===== config.mk =====
export PLATFORM = sky130hd
export DESIGN_NAME = char_tile_fetch_flat
export DESIGN_NICKNAME = d
export VERILOG_FILES = /design/src/rtl/char_video_pkg.sv /design/src/rtl/char_tile_fetch_if.sv /design/src/rtl/char_row_shifter.sv /design/src/rtl/char_tile_fetch.sv /design/src/flat_wrapper.sv
export SDC_FILE = /design/constraint.sdc
export NUM_CORES = 1
export LEC_CHECK = 0
export BUFFER_PORTS_ARGS = -buffer_cell sky130_fd_sc_hd__buf_2
export CAP_MARGIN = 20
export CORE_ASPECT_RATIO = 1.1
export CORE_UTILIZATION = 52
export DETAILED_ROUTE_END_ITERATION = 7
export PLACE_DENSITY = 0.79
export SLEW_MARGIN = 20
export SYNTH_ARGS = -nofsm -noshare
export SYNTH_HDL_FRONTEND = slang
export SYNTH_SLANG_ARGS = --single-unit

===== constraint.sdc =====
create_clock -name clk -period 2.8 [get_ports clk]
set_input_delay 0.42 -clock clk [delete_from_list [all_inputs] [get_ports clk]]
set_output_delay 0.42 -clock clk [all_outputs]
set_load 0.01 [all_outputs]

===== src/rtl/char_video_pkg.sv =====
// Shared types and constants for the character-layer tile fetch pipeline.
package char_video_pkg;

  typedef enum logic [2:0] {
    IDLE  = 3'd0,
    WAITV = 3'd1,
    CODE  = 3'd2,
    WAITC = 3'd3,
    BITS  = 3'd4
  } fetch_state_e;

  localparam logic [9:0] PF_W = 10'd256;
  localparam logic [9:0] PF_H = 10'd256;
  localparam logic [9:0] TILE = 10'd8;

  // Palette colour lives in the upper six bits of the tile code.
  localparam int COLOUR_MSB = 7;
  localparam int COLOUR_LSB = 2;

  function automatic logic [5:0] code_colour(input logic [7:0] code);
    return code[COLOUR_MSB:COLOUR_LSB];
  endfunction

  function automatic logic tile_aligned(input logic [9:0] pos);
    return ((pos & (TILE - 10'd1)) == 10'd0);
  endfunction

endpackage


===== src/rtl/char_tile_fetch_if.sv =====
// Memory-side bus of the tile fetcher: video RAM, character ROM and colour PROM.
interface char_tile_fetch_if;
  logic [9:0]  vram_addr;
  logic [7:0]  vram_q;
  logic [10:0] chr_addr;
  logic        chr_n_cs;
  logic [7:0]  chr_q;
  logic [7:0]  pal_addr;
  logic        pal_n_cs;

  modport master (
    output vram_addr, chr_addr, chr_n_cs, pal_addr, pal_n_cs,
    input  vram_q, chr_q
  );

  modport slave (
    input  vram_addr, chr_addr, chr_n_cs, pal_addr, pal_n_cs,
    output vram_q, chr_q
  );
endinterface


===== src/rtl/char_row_shifter.sv =====
// Glyph row shift register (MSB first) with the colour of the tile being displayed.
module char_row_shifter
  import char_video_pkg::*;
(
  input  logic       clk,
  input  logic       reset,
  input  logic       pix_ce,
  input  logic       load,
  input  logic       shift_en,
  input  logic [7:0] load_bits,
  input  logic [7:0] load_code,
  output logic       pix_bit,
  output logic [5:0] colour
);

  logic [7:0] shift_r;
  logic [5:0] colour_r;

  // Load a fresh glyph row at tile boundaries, otherwise shift one pixel per pix_ce.
  always_ff @(posedge clk) begin
    if (reset) begin
      shift_r  <= 8'h00;
      colour_r <= 6'h00;
    end else if (pix_ce && load) begin
      shift_r  <= load_bits;
      colour_r <= code_colour(load_code);
    end else if (pix_ce && shift_en) begin
      shift_r  <= {shift_r[6:0], 1'b0};
    end
  end

  assign pix_bit = shift_r[7];
  assign colour  = colour_r;

endmodule


===== src/rtl/char_tile_fetch.sv =====
// Character-layer tile fetch: prefetches tile code and glyph row, serialises to palette address.
module char_tile_fetch
  import char_video_pkg::*;
#(
  parameter logic [9:0] H_START = 10'd64,
  parameter logic [9:0] V_START = 10'd16
) (
  input  logic               clk,
  input  logic               reset,
  input  logic               pix_ce,
  input  logic [9:0]         hpos,
  input  logic [9:0]         vpos,
  char_tile_fetch_if.master  bus
);

  logic [9:0]   rx_s, ry_s, rx_pre_s, rx_load_s;
  logic         row_ok_s, trig_s, load_s, pix_ok_s;

  fetch_state_e state_r, state_s;
  logic [9:0]   vram_addr_r, vram_addr_s;
  logic [10:0]  chr_addr_r, chr_addr_s;
  logic         chr_n_cs_r, chr_n_cs_s;
  logic [7:0]   next_code_r, next_code_s;
  logic [7:0]   next_bits_r, next_bits_s;
  logic [7:0]   pal_addr_r;
  logic         pal_n_cs_r;
  logic         pix_bit_s;
  logic [5:0]   colour_s;

  // Fetch runs 6 pixels ahead so the row is ready for the load one pixel before the tile.
  assign rx_s      = hpos - H_START;
  assign ry_s      = vpos - V_START;
  assign rx_pre_s  = rx_s + 10'd6;
  assign rx_load_s = rx_s + 10'd1;
  assign row_ok_s  = (ry_s < PF_H);
  assign trig_s    = pix_ce && row_ok_s && (rx_pre_s < PF_W) && tile_aligned(rx_pre_s);
  assign load_s    = pix_ce && row_ok_s && (rx_load_s < PF_W) && tile_aligned(rx_load_s);
  assign pix_ok_s  = row_ok_s && (rx_s < PF_W);

  // Fetch FSM next-state and next register values.
  always_comb begin
    state_s     = state_r;
    vram_addr_s = vram_addr_r;
    chr_addr_s  = chr_addr_r;
    chr_n_cs_s  = chr_n_cs_r;
    next_code_s = next_code_r;
    next_bits_s = next_bits_r;
    case (state_r)
      IDLE: begin
        if (trig_s) begin
          vram_addr_s = {ry_s[7:3], rx_pre_s[7:3]};
          state_s     = WAITV;
        end else begin
          state_s     = IDLE;
        end
      end
      WAITV: state_s = CODE;
      CODE: begin
        next_code_s = bus.vram_q;
        chr_addr_s  = {bus.vram_q, ry_s[2:0]};
        chr_n_cs_s  = 1'b0;
        state_s     = WAITC;
      end
      WAITC: state_s = BITS;
      BITS: begin
        next_bits_s = bus.chr_q;
        chr_n_cs_s  = 1'b1;
        state_s     = IDLE;
      end
      default: begin
        chr_n_cs_s = 1'b1;
        state_s    = IDLE;
      end
    endcase
  end

  // Fetch FSM state and fetch registers.
  always_ff @(posedge clk) begin
    if (reset) begin
      state_r     <= IDLE;
      vram_addr_r <= 10'd0;
      chr_addr_r  <= 11'd0;
      chr_n_cs_r  <= 1'b1;
      next_code_r <= 8'd0;
      next_bits_r <= 8'd0;
    end else begin
      state_r     <= state_s;
      vram_addr_r <= vram_addr_s;
      chr_addr_r  <= chr_addr_s;
      chr_n_cs_r  <= chr_n_cs_s;
      next_code_r <= next_code_s;
      next_bits_r <= next_bits_s;
    end
  end

  char_row_shifter u_shifter (
    .clk       (clk),
    .reset     (reset),
    .pix_ce    (pix_ce),
    .load      (load_s),
    .shift_en  (!load_s),
    .load_bits (next_bits_r),
    .load_code (next_code_r),
    .pix_bit   (pix_bit_s),
    .colour    (colour_s)
  );

  // Palette address uses the shifter state from before this pixel's load/shift.
  always_ff @(posedge clk) begin
    if (reset) begin
      pal_addr_r <= 8'd0;
      pal_n_cs_r <= 1'b1;
    end else if (pix_ce) begin
      if (pix_ok_s) begin
        pal_addr_r <= {1'b0, colour_s, pix_bit_s};
        pal_n_cs_r <= 1'b0;
      end else begin
        pal_addr_r <= 8'd0;
        pal_n_cs_r <= 1'b1;
      end
    end
  end

  assign bus.vram_addr = vram_addr_r;
  assign bus.chr_addr  = chr_addr_r;
  assign bus.chr_n_cs  = chr_n_cs_r;
  assign bus.pal_addr  = pal_addr_r;
  assign bus.pal_n_cs  = pal_n_cs_r;

endmodule


===== src/flat_wrapper.sv =====
// flat-port wrapper written by rule: the top's interface ports become plain ports
module char_tile_fetch_flat import char_video_pkg::*;
#(
  parameter logic [9:0] H_START = 10'd64,
  parameter logic [9:0] V_START = 10'd16
)
  (clk, reset, pix_ce, hpos, vpos, bus_vram_addr, bus_chr_addr, bus_chr_n_cs, bus_pal_addr, bus_pal_n_cs, bus_vram_q, bus_chr_q);
  char_tile_fetch_if bus_i ();
  input  logic clk;
  input  logic reset;
  input  logic pix_ce;
  input  logic [9:0] hpos;
  input  logic [9:0] vpos;
  output wire logic [$bits(bus_i.vram_addr)-1:0] bus_vram_addr;
  output wire logic [$bits(bus_i.chr_addr)-1:0] bus_chr_addr;
  output wire logic [$bits(bus_i.chr_n_cs)-1:0] bus_chr_n_cs;
  output wire logic [$bits(bus_i.pal_addr)-1:0] bus_pal_addr;
  output wire logic [$bits(bus_i.pal_n_cs)-1:0] bus_pal_n_cs;
  input wire logic [$bits(bus_i.vram_q)-1:0] bus_vram_q;
  input wire logic [$bits(bus_i.chr_q)-1:0] bus_chr_q;
  assign bus_vram_addr = bus_i.vram_addr;
  assign bus_chr_addr = bus_i.chr_addr;
  assign bus_chr_n_cs = bus_i.chr_n_cs;
  assign bus_pal_addr = bus_i.pal_addr;
  assign bus_pal_n_cs = bus_i.pal_n_cs;
  assign bus_i.vram_q = bus_vram_q;
  assign bus_i.chr_q = bus_chr_q;
  char_tile_fetch #(.H_START(H_START), .V_START(V_START)) u_core (.clk(clk), .reset(reset), .pix_ce(pix_ce), .hpos(hpos), .vpos(vpos), .bus(bus_i));
endmodule

==> results of run 1 <==
## flip-flops by register name (all words and copies together), names as in the netlist
signal / count
u_core.bus.chr_n_cs: 1
u_core.next_bits_r: 8
u_core.bus.chr_addr: 11
u_core.bus.pal_addr: 7
u_core.state_r: 3
u_core.bus.pal_n_cs: 1
u_core.u_shifter.shift_r: 8
u_core.u_shifter.colour: 6
u_core.bus.vram_addr: 10
## per-layer routing
layer / vias to the layer above / part of all wire, %
met3: 7 / 3.1
met2: 50 / 50
met4: 0 / 1.5
met1: 1085 / 46
li1: 1169 / -
met5: - / 0
## cells in the mapped netlist (2+ instances only)
master,number,area share (%)
dfxtp_1,55,42
nor2_1,31,4.4
nand2_1,22,3.2
mux2i_1,18,6.9
a21oi_1,14,2.7
clkbuf_1,13,1.9
o31ai_1,13,3.7
nand4_1,12,2.9
a311oi_1,9,3.0
xnor2_1,9,3.0
or2b_2,8,2.7
a22oi_1,7,2.0
a31oi_1,7,1.7
inv_1,7,1.0
a211oi_1,6,1.7
ha_1,5,2.4
or2b_1,4,1.1
and2_1,3,0.72
nand3_1,3,0.57
nor3_1,3,0.57
nor4_1,3,0.72
xor2_1,3,1.0
a211o_1,2,0.67
buf_6,2,0.86
nand4b_1,2,0.67
o2111ai_1,2,0.67
o21bai_1,2,0.57
or4_1,2,0.57
## stage by stage
step                      utilization, %  hold WS, ps  cell area, µm²  total power (µW)
after floorplan                        -          437            2620               908
after global placement              63.1          444            3000               959
after detailed placement            63.1          450            3000               962
after CTS                           64.9          337            3080              1370
after global routing                64.9          334            3080              1420
final                               64.9          338            3080              1370
## power breakdown
| part | internal, µW | switching [µW] | total [µW] |
|---|---|---|---|
| sequential | 790 | 4.46 | 794 |
| combinational | 59.4 | 92.3 | 152 |
| clock | 172 | 251 | 423 |
## final cells by class
cell class	count	area share, %
clock buffer	5	2.23
clock inverter	3	0.487
inverter	7	0.853
multi-input combinational	204	45.2
sequential	55	35.7
tap	56	2.27
timing repair buffer	77	13.2
## critical path, stage by stage
cell	delay, ps
buf_2	110
or4_1	540
and2_1	240
xnor2_1	730
o31ai_1	150
a311oi_1	290
## cells in the final DEF (no fill, tap or decap), types with 3 or more instances in the layout
master	count
ha_1	5
a21oi_1	14
o31ai_1	13
and2_1	3
buf_2	68
xnor2_1	9
clkinv_2	3
or2b_1	4
a31oi_1	7
nor4_1	3
nand3_1	3
a311oi_1	9
nor3_1	3
inv_1	7
a211oi_1	6
nand4_1	12
nor2_1	31
a22oi_1	7
buf_4	9
nand2_1	22
mux2i_1	18
clkbuf_8	5
or2b_2	8
dfxtp_1	55
xor2_1	3
## how the worst max path moves through the flow
stage                  from                                        to  cells past startpoint
floorplan           vpos[7]   u_core.u_shifter.colour[0]$_SDFFE_PP0P_                      6
global placement    vpos[7]  u_core.u_shifter.shift_r[0]$_SDFFE_PP0P_                      6
detailed placement  hpos[7]  u_core.u_shifter.shift_r[2]$_SDFFE_PP0P_                      6
CTS                 vpos[7]   u_core.u_shifter.colour[0]$_SDFFE_PP0P_                      7
global route        hpos[6]  u_core.u_shifter.shift_r[3]$_SDFFE_PP0P_                      9
finish              hpos[7]  u_core.u_shifter.shift_r[2]$_SDFFE_PP0P_                      6
## logic make-up (layout without fill, tap and decap cells)
kind of cell               count (synthesis)  in the layout  share of synthesized area [%]
adders and majority gates                  5              5                           2.39
xor gates and xnor gates                  12             12                           4.02
muxes                                     19             19                           7.32
DFF                                       55             55                           42.1
AOI/OAI and AO/OA                         66             66                           18.0
other                                      1              1                          0.143
and+or+nand+nor                          101            101                           21.4
buffers and inverters                     25             92                           4.69
==> impl_metrics.py, run 1 <==
metrics = {
    "run_status": {
        "status": "completed",
    },
    "timing": {
        "rsz0062_at_grt": "no",
        "worst_pin_slew_ps": 883,
        "timing.fmax_ghz": 0.439,
        "setup_slack_ps": 523,
        "hold_viol": 0,
        "timing.final.crit_share_pct": 81.3,
        "setup_viol": 0,
        "fin_worst_skew_ps": 6.51,
        "drv_slew": 0,
        "post-route-min-period_ps": 2280,
        "tns_ps": 0,
        "max-slew-margin-rel_pct": 40.7,
    },
    "drt": {
        "vias_per_cell": 5.68,
        "finalWirelength_um": 5570,
        "drc": 0,
        "drtPass1Iterations": 4,
        "vias": 2311,
        "antenna_left": 0,
        "wl_per_cell_um": 13.7,
        "drt_iter0_markers": 125,
    },
    "worst_setup_path": {
        "timing.reg2reg.worst_path_depth": 4,
        "worst_setup_path_end_kind": "register",
        "cp_data_arrival_time_ps": 2490,
        "critical_path_class": "in2reg",
        "reg2reg_slack_ps": 1090,
        "reg2reg_from": "u_core.state_r[0]$_SDFF_PP0_",
        "critPathLaunchType": "input port",
        "cp.required_ps": 3010,
        "reg2reg_to": "u_core.bus.vram_addr[1]$_SDFFE_PP0P_",
        "cp_max_fo": 9,
    },
    "die": {
        "core_area_um2": 4750,
        "io_pins": 70,
        "fp-row-count": 26,
        "dieArea_um2": 5320,
        "fp.dieH_um": 76.4,
        "die_w_um": 69.6,
        "initial_utilization_pct": 55.1,
    },
    "global_routing": {
        "grt_pass1_wl_um": 9200,
        "grt_max_degree": 47,
        "grtUsageMet2_pct": 36.3,
        "met3_usage_pct": 3.84,
        "grtUsageMet1_pct": 26.1,
        "grt_antenna_before_repair": 0,
        "grt_overflow": 0,
        "grt_pass1_vias": 2081,
        "grt-busiest-layer": "met2",
        "grt_use_total_pct": 21.2,
    },
    "place": {
        "post-place-ws_ps": 190,
        "place.gp.congestion": 0.828,
        "port_buffers": 68,
        "dp.cells": 399,
        "place_hpwl_um": 4060,
    },
    "power_and_ir_drop": {
        "leakage_uw": 0.00121,
        "p_per_area_nw_per_um2": 444,
        "peakVddDrop_uv": 243,
    },
    "min_path": {
        "holdCritStartpoint": "bus_chr_q[2]",
        "holdPathStages": 3,
        "holdPathEnd": "u_core.next_bits_r[2]$_SDFFE_PP0N_",
        "hp-class": "in2reg",
    },
    "yosys": {
        "synthesis.nets": 328,
        "syn_inst": 284,
        "synth_cell_types": 45,
        "syn_area_um2": 2620,
        "yosysSeqAreaShare_pct": 42.1,
        "synth_seq_cells": 55,
        "synth_edf_count": 0,
        "synthFlopType": "dfxtp_1",
        "async_flop_share_pct": 0,
        "avgSynthCellArea_um2": 9.21,
        "ys_warn_count": 0,
    },
    "finish": {
        "diodes": 0,
        "finalNonFillerCells": 407,
        "drive_gt1_share_pct": 28.5,
        "ff_latch_area_um2": 1100,
        "area_delta_synth_final_pct": 17.8,
        "nNetsFinal": 394,
        "fill_cells": 402,
        "multi_input_area_um2": 1390,
    },
    "cts": {
        "cts_hold_buf": 0,
        "clk_pin_slew_ps": 90,
        "cts-resized-gates": 0,
        "cts_tree": "built",
        "cts_buffer_depth": 2,
        "cts_setup_buffers": 0,
        "numCtsBuffers": 5,
        "cts_max_level": 2,
        "clock-root-buffer": "clkbuf_8",
        "cts_sinks": 55,
        "clock_latency_ps": 310,
    },
    "run": {
        "drv_cap": 0,
    },
}
Note: power is estimated with default switching activity, not from simulation.
==> run 2: changes to the inputs <==
--- a/config.mk
+++ b/config.mk
@@ -8,9 +8,9 @@
 export BUFFER_PORTS_ARGS = -buffer_cell sky130_fd_sc_hd__buf_2
 export CAP_MARGIN = 20
 export CORE_ASPECT_RATIO = 1.1
-export CORE_UTILIZATION = 52
+export CORE_UTILIZATION = 47
 export DETAILED_ROUTE_END_ITERATION = 7
-export PLACE_DENSITY = 0.79
+export PLACE_DENSITY = 0.75
 export SLEW_MARGIN = 20
 export SYNTH_ARGS = -nofsm -noshare
 export SYNTH_HDL_FRONTEND = slang
==> constraint.sdc (replaced) <==
create_clock -name clk -period 1.9 [get_ports clk]
set_input_delay 0.285 -clock clk [delete_from_list [all_inputs] [get_ports clk]]
set_output_delay 0.285 -clock clk [all_outputs]
set_load 0.01 [all_outputs]
==> run 2 against run 1 <==
Effect of this change: the run now ends with setup timing left; register-to-register slack lost 890 ps; critical path depth is the same; utilization grew 1.0 points; worst hold slack lost 130 ps; clock-buffer cell count grew 1; clock power grew 48%; highest routed layer unchanged.
==> impl_metrics.py, run 2 (synthesis gave the netlist of run 1 again) <==
metrics = {
    "min_path": {
        "hp-class": "in2reg",
        "holdPathStages": 3,
        "holdCritStartpoint": "bus_chr_q[0]",
        "holdPathEnd": "u_core.next_bits_r[0]$_SDFFE_PP0N_",
    },
    "global_routing": {
        "grt_antenna_before_repair": 0,
        "grt_pass1_vias": 2227,
        "grt_pass1_wl_um": 9960,
        "grt_overflow": 0,
        "grt_max_degree": 45,
        "grt_use_total_pct": 21.9,
    },
    "finish": {
        "nNetsFinal": 424,
        "final_common_cell": "buf_2",
        "area_delta_synth_final_pct": 35.0,
        "final_cell_area_um2": 3530,
        "diodes": 0,
        "final_util_pct": 65.9,
        "final_cell_mix": "buf_2, dfxtp_1, buf_4",
        "drive_gt1_share_pct": 38.3,
        "largest_register_ffs": 11,
        "fill_cells": 460,
    },
    "power_and_ir_drop": {
        "peakVddDrop_uv": 344,
        "leakage_uw": 0.00140,
        "p_per_area_nw_per_um2": 598,
    },
    "worst_setup_path": {
        "cp_data_arrival_time_ps": 2220,
        "reg2reg_slack_ps": 200,
        "worst_setup_path_end_kind": "register",
        "timing.reg2reg.worst_path_depth": 6,
        "critical_path_class": "in2reg",
        "cp.required_ps": 2140,
        "critPathLaunchType": "input port",
        "reg2reg_from": "u_core.state_r[0]$_SDFF_PP0_",
        "cp_max_fo": 5,
        "reg2reg_to": "u_core.bus.vram_addr[5]$_SDFFE_PP0P_",
    },
    "die": {
        "dieArea_um2": 5870,
        "io_pins": 70,
        "die_w_um": 73.1,
        "fp.dieH_um": 80.3,
        "initial_utilization_pct": 48.8,
        "fp-row-count": 28,
        "core_area_um2": 5360,
    },
    "drt": {
        "antenna_left": 0,
        "drt_iter0_markers": 132,
        "vias": 2472,
        "drc": 0,
        "finalWirelength_um": 6280,
        "drtPass1Iterations": 5,
        "wl_per_cell_um": 13.8,
        "vias_per_cell": 5.42,
    },
    "cts": {
        "cts_tree": "built",
        "clock_latency_ps": 300,
        "cts_hold_buf": 0,
        "cts_sinks": 55,
        "cts_max_level": 2,
        "numCtsBuffers": 5,
        "clock-root-buffer": "clkbuf_8",
        "clk_pin_slew_ps": 100,
        "cts_buffer_depth": 2,
    },
    "timing": {
        "tns_ps": -966,
        "timing.fmax_ghz": 0.505,
        "timing.final.crit_share_pct": 104,
        "holdWs_ps": 206,
        "drv_slew": 0,
        "setup_viol": 24,
        "rsz0062_at_grt": "yes",
        "hold_viol": 0,
        "fin_worst_skew_ps": 6.78,
        "max-slew-margin-rel_pct": 48.8,
        "setup_slack_ps": -81.0,
        "worst_pin_slew_ps": 769,
        "post-route-min-period_ps": 1980,
    },
    "run_status": {
        "status": "finished, violations left",
        "violations": "setup timing",
    },
    "place": {
        "port_buffers": 68,
        "placed_cell_area_um2": 3290,
        "place_hpwl_um": 4460,
        "place.gp.congestion": 0.801,
    },
    "run": {
        "drv_cap": 0,
    },
}
run 2: critical path, stage by stage:
cell,delay [ps]
buf_6,90
or4_4,530
or4b_4,540
and3_4,230
or4_1,410
a21oi_1,120
run 2: area by class of cell:
cell class,instances,area [µm²],area share (%)
inverter,7,26.3,0.744
timing repair buffer,107,676,19.1
clock inverter,2,12.5,0.354
sequential,55,1100,31.2
multi-input combinational,204,1550,43.9
tap,75,93.8,2.66
clock buffer,6,72.6,2.05
run 2: where the power goes:
part           total, µW  internal [µW]  switching [µW]
clock network        626            259             368
registers           1170           1160            9.45
logic                314            144             169
total               2110           1570             546
run 2: layer usage:
metal  track usage [%]  routed length, µm  vias up
met5                 0                  0        -
met4              6.08                122        0
met3              3.89                224       14
met2              39.4               3280       76
met1              26.2               2650     1152
li1                  -                  -     1230
run 2: repair_timing:
action / in CTS / in global routing
pin swaps: 21 / 11
gates cloned: 0 / 0
endpoints found under the setup margin: 25 / 33
resized for setup: 11 / 13
buffers inserted: 0 / 1
run 2: how the worst max path moves through the flow:
stage | startpoint | end | slack [ps] | cells past startpoint
2_1_floorplan | vpos[7] | u_core.u_shifter.colour[0]$_SDFFE_PP0P_ | -480 | 6
3_3_place_gp | vpos[7] | u_core.u_shifter.colour[3]$_SDFFE_PP0P_ | -440 | 7
3_5_place_dp | vpos[7] | u_core.u_shifter.colour[5]$_SDFFE_PP0P_ | -480 | 7
4_1_cts | vpos[5] | u_core.bus.vram_addr[9]$_SDFFE_PP0P_ | -110 | 6
5_1_grt | vpos[5] | u_core.u_shifter.shift_r[0]$_SDFFE_PP0P_ | -120 | 6
6_report | vpos[5] | u_core.u_shifter.shift_r[0]$_SDFFE_PP0P_ | -80 | 6
run 2: through the flow:
stage               power (µW)  cells  worst slack, ps
CTS                       2100    455             -113
finish                    2110    456            -81.0
floorplan                 1340    284             -484
global placement          1470    447             -438
global route              2210    456             -117
detailed placement        1480    447             -481
